$ cat config.mk
export PLATFORM = sky130hd
export DESIGN_NAME = mem_port_arbiter
export DESIGN_NICKNAME = d
export VERILOG_FILES = /design/src/rtl/srv1_mem_pkg.sv /design/src/rtl/store_lane_adj.sv /design/src/rtl/mem_port_arbiter.sv
export SDC_FILE = /design/constraint.sdc
export NUM_CORES = 1
export LEC_CHECK = 0
export ABC_AREA = 1
export CAP_MARGIN = 5
export CORE_ASPECT_RATIO = 1.4
export CORE_MARGIN = 4
export CORE_UTILIZATION = 48
export CTS_CLUSTER_DIAMETER = 100
export DETAILED_ROUTE_END_ITERATION = 8
export GPL_TIMING_DRIVEN = 0
export PLACE_DENSITY = 0.94
export SYNTH_ARGS = -nofsm -noshare
export SYNTH_HDL_FRONTEND = slang
export SYNTH_SLANG_ARGS = --single-unit
export TNS_END_PERCENT = 20
$ cat constraint.sdc
create_clock -name clk -period 10.97 [get_ports clk]
set_clock_uncertainty 0.05 [all_clocks]
set_input_delay 1.6455 -clock clk [delete_from_list [all_inputs] [get_ports clk]]
set_output_delay 1.6455 -clock clk [all_outputs]
set_load 0.005 [all_outputs]
$ cat src/rtl/srv1_mem_pkg.sv
// Shared types and helpers for the SRV1 memory port arbiter.
package srv1_mem_pkg;

    typedef enum logic [1:0] {
        ST_IDLE     = 2'd0,
        ST_BUS_IF   = 2'd1,
        ST_BUS_LS   = 2'd2,
        ST_LS_FAULT = 2'd3
    } arb_state_t;

    typedef enum logic [1:0] {
        SZ_B = 2'd0,
        SZ_H = 2'd1,
        SZ_W = 2'd2
    } mem_size_t;

    function automatic mem_size_t fn3_size(input logic [1:0] fn3_lo);
        case (fn3_lo)
            2'd0:    fn3_size = SZ_B;
            2'd1:    fn3_size = SZ_H;
            default: fn3_size = SZ_W;
        endcase
    endfunction

    function automatic logic misaligned(input mem_size_t sz, input logic [1:0] addr_low);
        case (sz)
            SZ_H:    misaligned = addr_low[0];
            SZ_W:    misaligned = |addr_low;
            default: misaligned = 1'b0;
        endcase
    endfunction

endpackage

$ cat src/rtl/store_lane_adj.sv
// Big-endian lane steering: byte enables and replicated/swapped store data
// from funct3, the low address bits and the LS-justified store value.
module store_lane_adj
    import srv1_mem_pkg::*;
(
    input  logic [2:0]  fn3,
    input  logic [1:0]  addr_low,
    input  logic [31:0] wdata,
    output logic [3:0]  be,
    output logic [31:0] lane
);

    mem_size_t w_size;
    logic      w_unused;

    // Signedness (fn3[2]) only matters to the writeback stage.
    assign w_unused = fn3[2];
    assign w_size   = fn3_size(fn3[1:0]);

    always_comb begin
        be   = 4'b1111;
        lane = {wdata[7:0], wdata[15:8], wdata[23:16], wdata[31:24]};
        case (w_size)
            SZ_B: begin
                be   = 4'b1000 >> addr_low;
                lane = {4{wdata[7:0]}};
            end
            SZ_H: begin
                be   = addr_low[1] ? 4'b0011 : 4'b1100;
                lane = {2{wdata[7:0], wdata[15:8]}};
            end
            default: ;
        endcase
    end

endmodule

$ cat src/rtl/mem_port_arbiter.sv
// Shares one big-endian memory port between instruction fetch and load/store,
// one registered bus transaction at a time, with misalignment and timeout faults.
module mem_port_arbiter
    import srv1_mem_pkg::*;
#(
    parameter int DATA_BURST_MAX = 4,
    parameter int TIMEOUT_CYCLES = 255
) (
    input  logic        clk,
    input  logic        rst,
    input  logic        if_req,
    input  logic [29:0] if_addr,
    output logic        if_done,
    output logic [31:0] if_rdata,
    output logic        if_fault,
    input  logic        ls_req,
    input  logic        ls_we,
    input  logic [2:0]  ls_fn3,
    input  logic [31:0] ls_addr,
    input  logic [31:0] ls_wdata,
    output logic        ls_done,
    output logic [31:0] ls_rdata,
    output logic        ls_fault,
    output logic        mem_req,
    output logic        mem_we,
    output logic [29:0] mem_addr,
    output logic [3:0]  mem_be,
    output logic [31:0] mem_wdata,
    input  logic        mem_ack,
    input  logic [31:0] mem_rdata
);

    localparam int BW = $clog2(DATA_BURST_MAX + 1);
    localparam int TW = $clog2(TIMEOUT_CYCLES + 1);
    localparam logic [BW-1:0] BURST_MAX = BW'(DATA_BURST_MAX);
    localparam logic [TW-1:0] TMO_LAST  = TW'(TIMEOUT_CYCLES - 1);

    arb_state_t    r_state, w_state_nxt;
    logic [BW-1:0] r_burst, w_burst_nxt;
    logic [TW-1:0] r_tmo, w_tmo_nxt;

    logic        r_mem_req, w_mem_req_nxt;
    logic        r_mem_we, w_mem_we_nxt;
    logic [29:0] r_mem_addr, w_mem_addr_nxt;
    logic [3:0]  r_mem_be, w_mem_be_nxt;
    logic [31:0] r_mem_wdata, w_mem_wdata_nxt;
    logic        r_if_done, w_if_done_nxt;
    logic        r_if_fault, w_if_fault_nxt;
    logic [31:0] r_if_rdata, w_if_rdata_nxt;
    logic        r_ls_done, w_ls_done_nxt;
    logic        r_ls_fault, w_ls_fault_nxt;
    logic [31:0] r_ls_rdata, w_ls_rdata_nxt;

    logic [3:0]  w_lane_be;
    logic [31:0] w_lane_data;
    logic        w_ls_win;
    logic        w_ls_mis;

    store_lane_adj u_lane (
        .fn3      (ls_fn3),
        .addr_low (ls_addr[1:0]),
        .wdata    (ls_wdata),
        .be       (w_lane_be),
        .lane     (w_lane_data)
    );

    assign w_ls_win = ls_req && (!if_req || (r_burst < BURST_MAX));
    assign w_ls_mis = misaligned(fn3_size(ls_fn3[1:0]), ls_addr[1:0]);

    always_comb begin
        w_state_nxt     = r_state;
        w_burst_nxt     = r_burst;
        w_tmo_nxt       = r_tmo;
        w_mem_req_nxt   = r_mem_req;
        w_mem_we_nxt    = r_mem_we;
        w_mem_addr_nxt  = r_mem_addr;
        w_mem_be_nxt    = r_mem_be;
        w_mem_wdata_nxt = r_mem_wdata;
        w_if_done_nxt   = 1'b0;
        w_if_fault_nxt  = 1'b0;
        w_if_rdata_nxt  = r_if_rdata;
        w_ls_done_nxt   = 1'b0;
        w_ls_fault_nxt  = 1'b0;
        w_ls_rdata_nxt  = r_ls_rdata;

        case (r_state)
            ST_IDLE: begin
                if (w_ls_win) begin
                    w_tmo_nxt = '0;
                    if (if_req) w_burst_nxt = r_burst + 1'b1;
                    if (w_ls_mis) begin
                        w_state_nxt    = ST_LS_FAULT;
                        w_ls_done_nxt  = 1'b1;
                        w_ls_fault_nxt = 1'b1;
                    end else begin
                        w_state_nxt     = ST_BUS_LS;
                        w_mem_req_nxt   = 1'b1;
                        w_mem_we_nxt    = ls_we;
                        w_mem_addr_nxt  = ls_addr[31:2];
                        w_mem_be_nxt    = w_lane_be;
                        w_mem_wdata_nxt = ls_we ? w_lane_data : 32'h0;
                    end
                end else if (if_req) begin
                    w_state_nxt     = ST_BUS_IF;
                    w_burst_nxt     = '0;
                    w_tmo_nxt       = '0;
                    w_mem_req_nxt   = 1'b1;
                    w_mem_we_nxt    = 1'b0;
                    w_mem_addr_nxt  = if_addr;
                    w_mem_be_nxt    = 4'b1111;
                    w_mem_wdata_nxt = 32'h0;
                end
            end
            ST_BUS_IF, ST_BUS_LS: begin
                // An ack in the expiry cycle still wins over the timeout.
                if (mem_ack || (r_tmo == TMO_LAST)) begin
                    w_state_nxt     = ST_IDLE;
                    w_mem_req_nxt   = 1'b0;
                    w_mem_we_nxt    = 1'b0;
                    w_mem_addr_nxt  = '0;
                    w_mem_be_nxt    = '0;
                    w_mem_wdata_nxt = '0;
                    if (r_state == ST_BUS_IF) begin
                        w_if_done_nxt  = 1'b1;
                        w_if_fault_nxt = !mem_ack;
                        if (mem_ack) w_if_rdata_nxt = mem_rdata;
                    end else begin
                        w_ls_done_nxt  = 1'b1;
                        w_ls_fault_nxt = !mem_ack;
                        if (mem_ack) w_ls_rdata_nxt = mem_rdata;
                    end
                end else begin
                    w_tmo_nxt = r_tmo + 1'b1;
                end
            end
            ST_LS_FAULT: w_state_nxt = ST_IDLE;
            default:     w_state_nxt = ST_IDLE;
        endcase

        if (!if_req) w_burst_nxt = '0;
    end

    always_ff @(posedge clk or posedge rst) begin
        if (rst) begin
            r_state     <= ST_IDLE;
            r_burst     <= '0;
            r_tmo       <= '0;
            r_mem_req   <= 1'b0;
            r_mem_we    <= 1'b0;
            r_mem_addr  <= '0;
            r_mem_be    <= '0;
            r_mem_wdata <= '0;
            r_if_done   <= 1'b0;
            r_if_fault  <= 1'b0;
            r_if_rdata  <= '0;
            r_ls_done   <= 1'b0;
            r_ls_fault  <= 1'b0;
            r_ls_rdata  <= '0;
        end else begin
            r_state     <= w_state_nxt;
            r_burst     <= w_burst_nxt;
            r_tmo       <= w_tmo_nxt;
            r_mem_req   <= w_mem_req_nxt;
            r_mem_we    <= w_mem_we_nxt;
            r_mem_addr  <= w_mem_addr_nxt;
            r_mem_be    <= w_mem_be_nxt;
            r_mem_wdata <= w_mem_wdata_nxt;
            r_if_done   <= w_if_done_nxt;
            r_if_fault  <= w_if_fault_nxt;
            r_if_rdata  <= w_if_rdata_nxt;
            r_ls_done   <= w_ls_done_nxt;
            r_ls_fault  <= w_ls_fault_nxt;
            r_ls_rdata  <= w_ls_rdata_nxt;
        end
    end

    assign mem_req   = r_mem_req;
    assign mem_we    = r_mem_we;
    assign mem_addr  = r_mem_addr;
    assign mem_be    = r_mem_be;
    assign mem_wdata = r_mem_wdata;
    assign if_done   = r_if_done;
    assign if_fault  = r_if_fault;
    assign if_rdata  = r_if_rdata;
    assign ls_done   = r_ls_done;
    assign ls_fault  = r_ls_fault;
    assign ls_rdata  = r_ls_rdata;

endmodule

# [Word level (Yosys, flattened, before mapping)]
# Index checks and enable logic that the tools add are counted.
[op_classes] eq_ne=12 add_sub_neg=2 n_bitwise=1 magnitude_cmp=1 reduce_logical=16 n_mux=56 shift=1
[op_table] op="32-bit 2-to-1 mux" n=5
[op_table] op="30-bit 2-to-1 mux" n=4
[op_table] op="32-bit case mux with 2 select lines" n=1
[op_table] op="30-bit case mux with 2 select lines" n=1
[op_table] op="24-bit case mux with 2 select lines" n=1
[op_table] op="8-bit 2-to-1 mux" n=3
[op_table] op="1-bit 2-to-1 mux" n=20
[op_table] op="4-bit 2-to-1 mux" n=5
[op_table] op="4-bit case mux with 2 select lines" n=2
[op_table] op="8-bit case mux with 2 select lines" n=1
[op_table] op="4-bit AND reduction" n=3
[op_table] op="1-bit case mux with 2 select lines" n=5
[op_table] op="3-bit 2-to-1 mux" n=3
[op_table] op="8-bit by 1-bit adder with 8-bit output, second input constant" n=1
[op_table] op="8-bit equality test, second input constant" n=1
[op_table] op="2-bit by 1-bit equality test with 1-bit output, second input constant" n=3
[op_table] op="2-bit equality test, second input constant" n=3
[op_table] op="2-bit zero test" n=3
[op_table] op="2-bit 2-to-1 mux" n=3
[op_table] op="3-bit inequality test, second input constant" n=2
[op_table] op="2-bit case mux with 3 select lines" n=1
[op_table] op="2-bit inequality test, second input constant" n=2
[op_table] op="2-bit case mux with 2 select lines" n=1
[op_table] op="2-bit OR reduction" n=2
[op_table] op="other kinds (11)" n=13
[word_totals] ff_bits=149 elab_cells=103 out_inout_bits=136

# [Depth between registers and ports, before layout]
[logic_depth] word_depth=8 mapped_depth=12 depth_no_buf=11

# [Modules after synthesis]
# From an unflattened synthesis, not the netlist that was laid out.
[unflattened] cells_unflattened=1022 area_unflattened_um2=7817.5
[by_module_without_submodules] mod="mem_port_arbiter" area_each_um2=7258.2 cells_per_inst=924 seq_area_each_um2=3728.6 n_inst=1
[by_module_without_submodules] mod="store_lane_adj" area_each_um2=559.3 cells_per_inst=98 seq_area_each_um2=0.0 n_inst=1

# [Worst setup path after synthesis]
# Ideal clock, no wire load.
[synth_timing] path_type="input to register" startpoint="in ls_fn3[1]" endpoint="reg r_mem_addr[0] (netlist: mem_addr[0])" setup_slack_ns=8.264 setup_time_ns=0.117 required_ns=10.803 stages=10 arrival_ns=2.540 path_cell_list="inv_1 -> nand2_2 -> nand2_1 -> nor2_1 -> nor2_1 -> nand3_2 -> buf_4 -> buf_4 -> nand2_1 -> nand2_1"
[synth_between] elab_chain_cells=6 word_cells_on_any_way=8 cone_classes="4 x eq/ne; 2 x mux; 2 x reduce/logical"
[synth_rtl] item="start: declaration" line_no="mem_port_arbiter.sv:18" text="input logic [2:0] ls_fn3,"
[synth_rtl] item="2-bit by 1-bit equality test with 1-bit output or 2-bit zero test (tied branches)" line_no="srv1_mem_pkg.sv:18" text="case (fn3_lo)"
[synth_rtl] item="2-bit case mux with 2 select lines (*)" line_no="srv1_mem_pkg.sv:18"
[synth_rtl] item="2-bit equality test or 2-bit by 1-bit equality test with 1-bit output (tied branches)" line_no="srv1_mem_pkg.sv:26" text="case (sz)"
[synth_rtl] item="1-bit case mux with 2 select lines (*)" line_no="srv1_mem_pkg.sv:26"
[synth_rtl] item="3-bit inequality test (no source line) (*)"
[synth_rtl] item="4-bit AND reduction (no source line) (*)"
[synth_rtl] item="end signal: assignment" line_no="mem_port_arbiter.sv:165" text="r_mem_addr <= w_mem_addr_nxt;"
[synth_rtl] item="end: declaration" line_no="mem_port_arbiter.sv:44" text="logic [29:0] r_mem_addr, w_mem_addr_nxt;"
# Mark *: on every way between the ends. The rest lies on a longest branch, timed or not.
# A chain may end at the register's enable or synchronous reset.

# [Final worst setup path]
[layout_timing] startpoint="in ls_fn3[0]" endpoint="reg r_mem_addr[4] (netlist: mem_addr[4])"
# The elaborated chain is that of the path after synthesis.

==> results.toml <==
[critical_path]
end_kind = "register"
critPathRequiredTime_ns = 11.23
crit_path_max_fanout = 10
start_kind = "input pin"
path_class = "in2reg"
arrival_ns = 3.48

[layout]
nets = 1365
drive_gt1_frac = 0.05416
design_area_um2 = 10670
final_common_cell = "nand2_1"
num_antenna_cells = 0
most-common-layout-cells = "nand2_1, clkdlybuf4s50_1, dfrtp_1"
syn_to_final_growth_pct = 50.04
fin_cells = 1426

[sta]
worst_pin_slew_ns = 0.6595
setup_viol_count_final = 0
post-route-min-period_ns = 3.221
fmax_mhz = 310.4
hold_viol = 0
finalCritPeriodShare = 0.2936
rsz0062_at_grt = "no"
tns_ns = 0
slew_headroom = 0.5603
drv_slew = 0

[clocking]
numCtsBuffers = 17
postCtsSetupBuffers = 0
cts.sinks = 149
postCtsHoldBufs = 0
worst_setup_hold_path_clk_slew_ns = 0.07
cts_resized = 0
cts_htree_levels = 4
root_buffer = "clkbuf_16"
clock_latency_ns = 0.42
clock_path_buffers = 2
cts_tree = "yes"

[synth]
synth_area_um2 = 7111
synth_top_area_share = 0.5244
synth_seq_area_share = 0.5244
synthTopCellsByArea = "dfrtp_1, nand2_1, o21ai_0"
synth-edff-count = 0
yosys.area.top_type = "dfrtp_1"
syn_inst = 936
syn_nets = 1077
ys_seq_elements = 149
ys_types = 32
synth_ff_type = "dfrtp_1"
async_flop_share = 1.000
yosysWarnings = 0
synth_area_per_cell_um2 = 7.597

[routing]
drtIter0Drc = 500
drtAntennaViolNets = 0
first_pass_iters = 5
drc = 0
vias = 7374
avgRoutedWirePerCell_um = 17.04
routed_wl_um = 24300
viasPerCell = 5.171

[global_routing]
grt_max_degree = 95
track_usage = 0.2842
antenna_found_initial = 0
first_global_vias = 7407
grt_pass1_wl_um = 38450
gr-total-overflow = 0

[run_status]
outcome = "completed"

[die]
chipHeight_um = 152.0
die_area_um2 = 16850
ios = 271
std_cell_rows = 52
core-area_um2 = 14510
initial_core_util = 0.4901
die_w_um = 110.9

[placed_design]
place_area_um2 = 10060
hpwlAfterDp_um = 18430
dp_cells = 1394
gpl.final_weighted_congestion = 0.9823
io_buffers = 268

[pwr]
p_per_area_nw_per_um2 = 264.6
ir_drop_mv = 0.1586
switchingPower_w = 0.001083
seqPwrFrac = 0.321
p_sw_frac = 0.3835
p_leak_nw = 5.220
clockPowerShare = 0.215
combPwrFrac = 0.464
intPower_w = 0.001740

[hold_path]
hold_class = "reg2reg"

[job]
max_cap_violations = 0
final cells by class:
type / count / area (µm²)
plain buffers: 55 / 260.3
clock buffers: 17 / 425.4
clock inverters: 15 / 181.4
fillers: 1080 / 3840
inverters: 76 / 290.3
multi-input cells: 656 / 2836
flip-flops and latches: 149 / 3729
well taps: 189 / 236.5
repair buffers: 269 / 2710
worst paths after layout:
kind | start | to | slack [ns] | cells past startpoint
min in group asynchronous | rst | mem_addr[23]$_DFFE_PP0P_ | 1.61 | 2
min | mem_wdata[30]$_DFFE_PP0P_ | mem_wdata[30]$_DFFE_PP0P_ | 0.43 | 2
max reg2reg | r_state[0]$_DFFE_PP0P_ | r_tmo[7]$_DFFE_PP0P_ | 8.72 | 7
max | ls_fn3[0] | mem_addr[4]$_DFFE_PP0P_ | 7.75 | 11
min reg2reg | mem_wdata[30]$_DFFE_PP0P_ | mem_wdata[30]$_DFFE_PP0P_ | 0.43 | 2
max in group asynchronous | rst | r_state[1]$_DFFE_PP0P_ | 8.40 | 3
cells by family after synthesis:
logic type | after synthesis | share of synthesized area
AOI/OAI and AO/OA | 130 | 0.09396
xor gates and xnor gates | 3 | 0.003696
adders and majority gates | 6 | 0.01056
buffers and inverters | 131 | 0.07672
DFF | 149 | 0.5244
and+or+nand+nor | 517 | 0.2907
power by group through the flow:
| stage | registers, W | clock network (W) | logic (W) |
|---|---|---|---|
| after floorplan | 0.000911 | 0 | 0.000577 |
| after global placement | 0.000901 | 0 | 0.00127 |
| after detailed placement | 0.000906 | 0 | 0.00131 |
| after CTS | 0.000903 | 0.000612 | 0.00132 |
| after global routing | 0.000931 | 0.000636 | 0.00143 |
| final | 0.000906 | 0.000606 | 0.00131 |
registers in the layout, summed over array words and instances (netlist names):
signal	cells
mem_we	1
r_tmo	8
if_fault	1
mem_be	4
mem_wdata	32
ls_fault	1
if_rdata	32
r_state	2
ls_done	1
r_burst	3
mem_req	1
if_done	1
ls_rdata	32
mem_addr	30
critical path, cell delays in order:
cell and delay [ns]:
clkdlybuf4s50_1 0.59, inv_2 0.14, nand2_2 0.14, nand2_1 0.12, nor2_1 0.04, nor2_1 0.11
nand3_2 0.16, buf_4 0.22, buf_4 0.18, nand2_1 0.07, nand2_1 0.06
through the flow:
step / setup slack, ns / total power, W / hold WS [ns] / utilization
finish: 7.749 / 0.002823 / 0.4292 / 0.7353
detailed placement: 7.356 / 0.002215 / 0.4137 / 0.6935
global route: 7.653 / 0.002999 / 0.4449 / 0.7353
floorplan: 5.266 / 0.001487 / 0.4038 / -
global placement: 3.380 / 0.002172 / 0.4113 / 0.6913
CTS: 7.773 / 0.002833 / 0.4317 / 0.7353
per-layer routing:
metal / vias to the layer above / GRT usage / routed length (µm)
met4: 0 / 0.1426 / 1217
met3: 97 / 0.07362 / 1969
met2: 393 / 0.4864 / 12120
li1: 3492 / - / -
met5: - / 0 / 0
met1: 3392 / 0.3286 / 8999
synth_stat cells (3+ instances only):
cell type and number:
buf_6 3, ha_1 6, a21oi_1 39, dfrtp_1 149, buf_4 3, clkbuf_1 32, nand3_1 27, xor2_1 3
nand2_1 413, o21ai_0 84, buf_2 15, inv_1 74, nor2_1 43, nand4_1 7, nor3_1 16
Power figures use the tool's default switching activity.
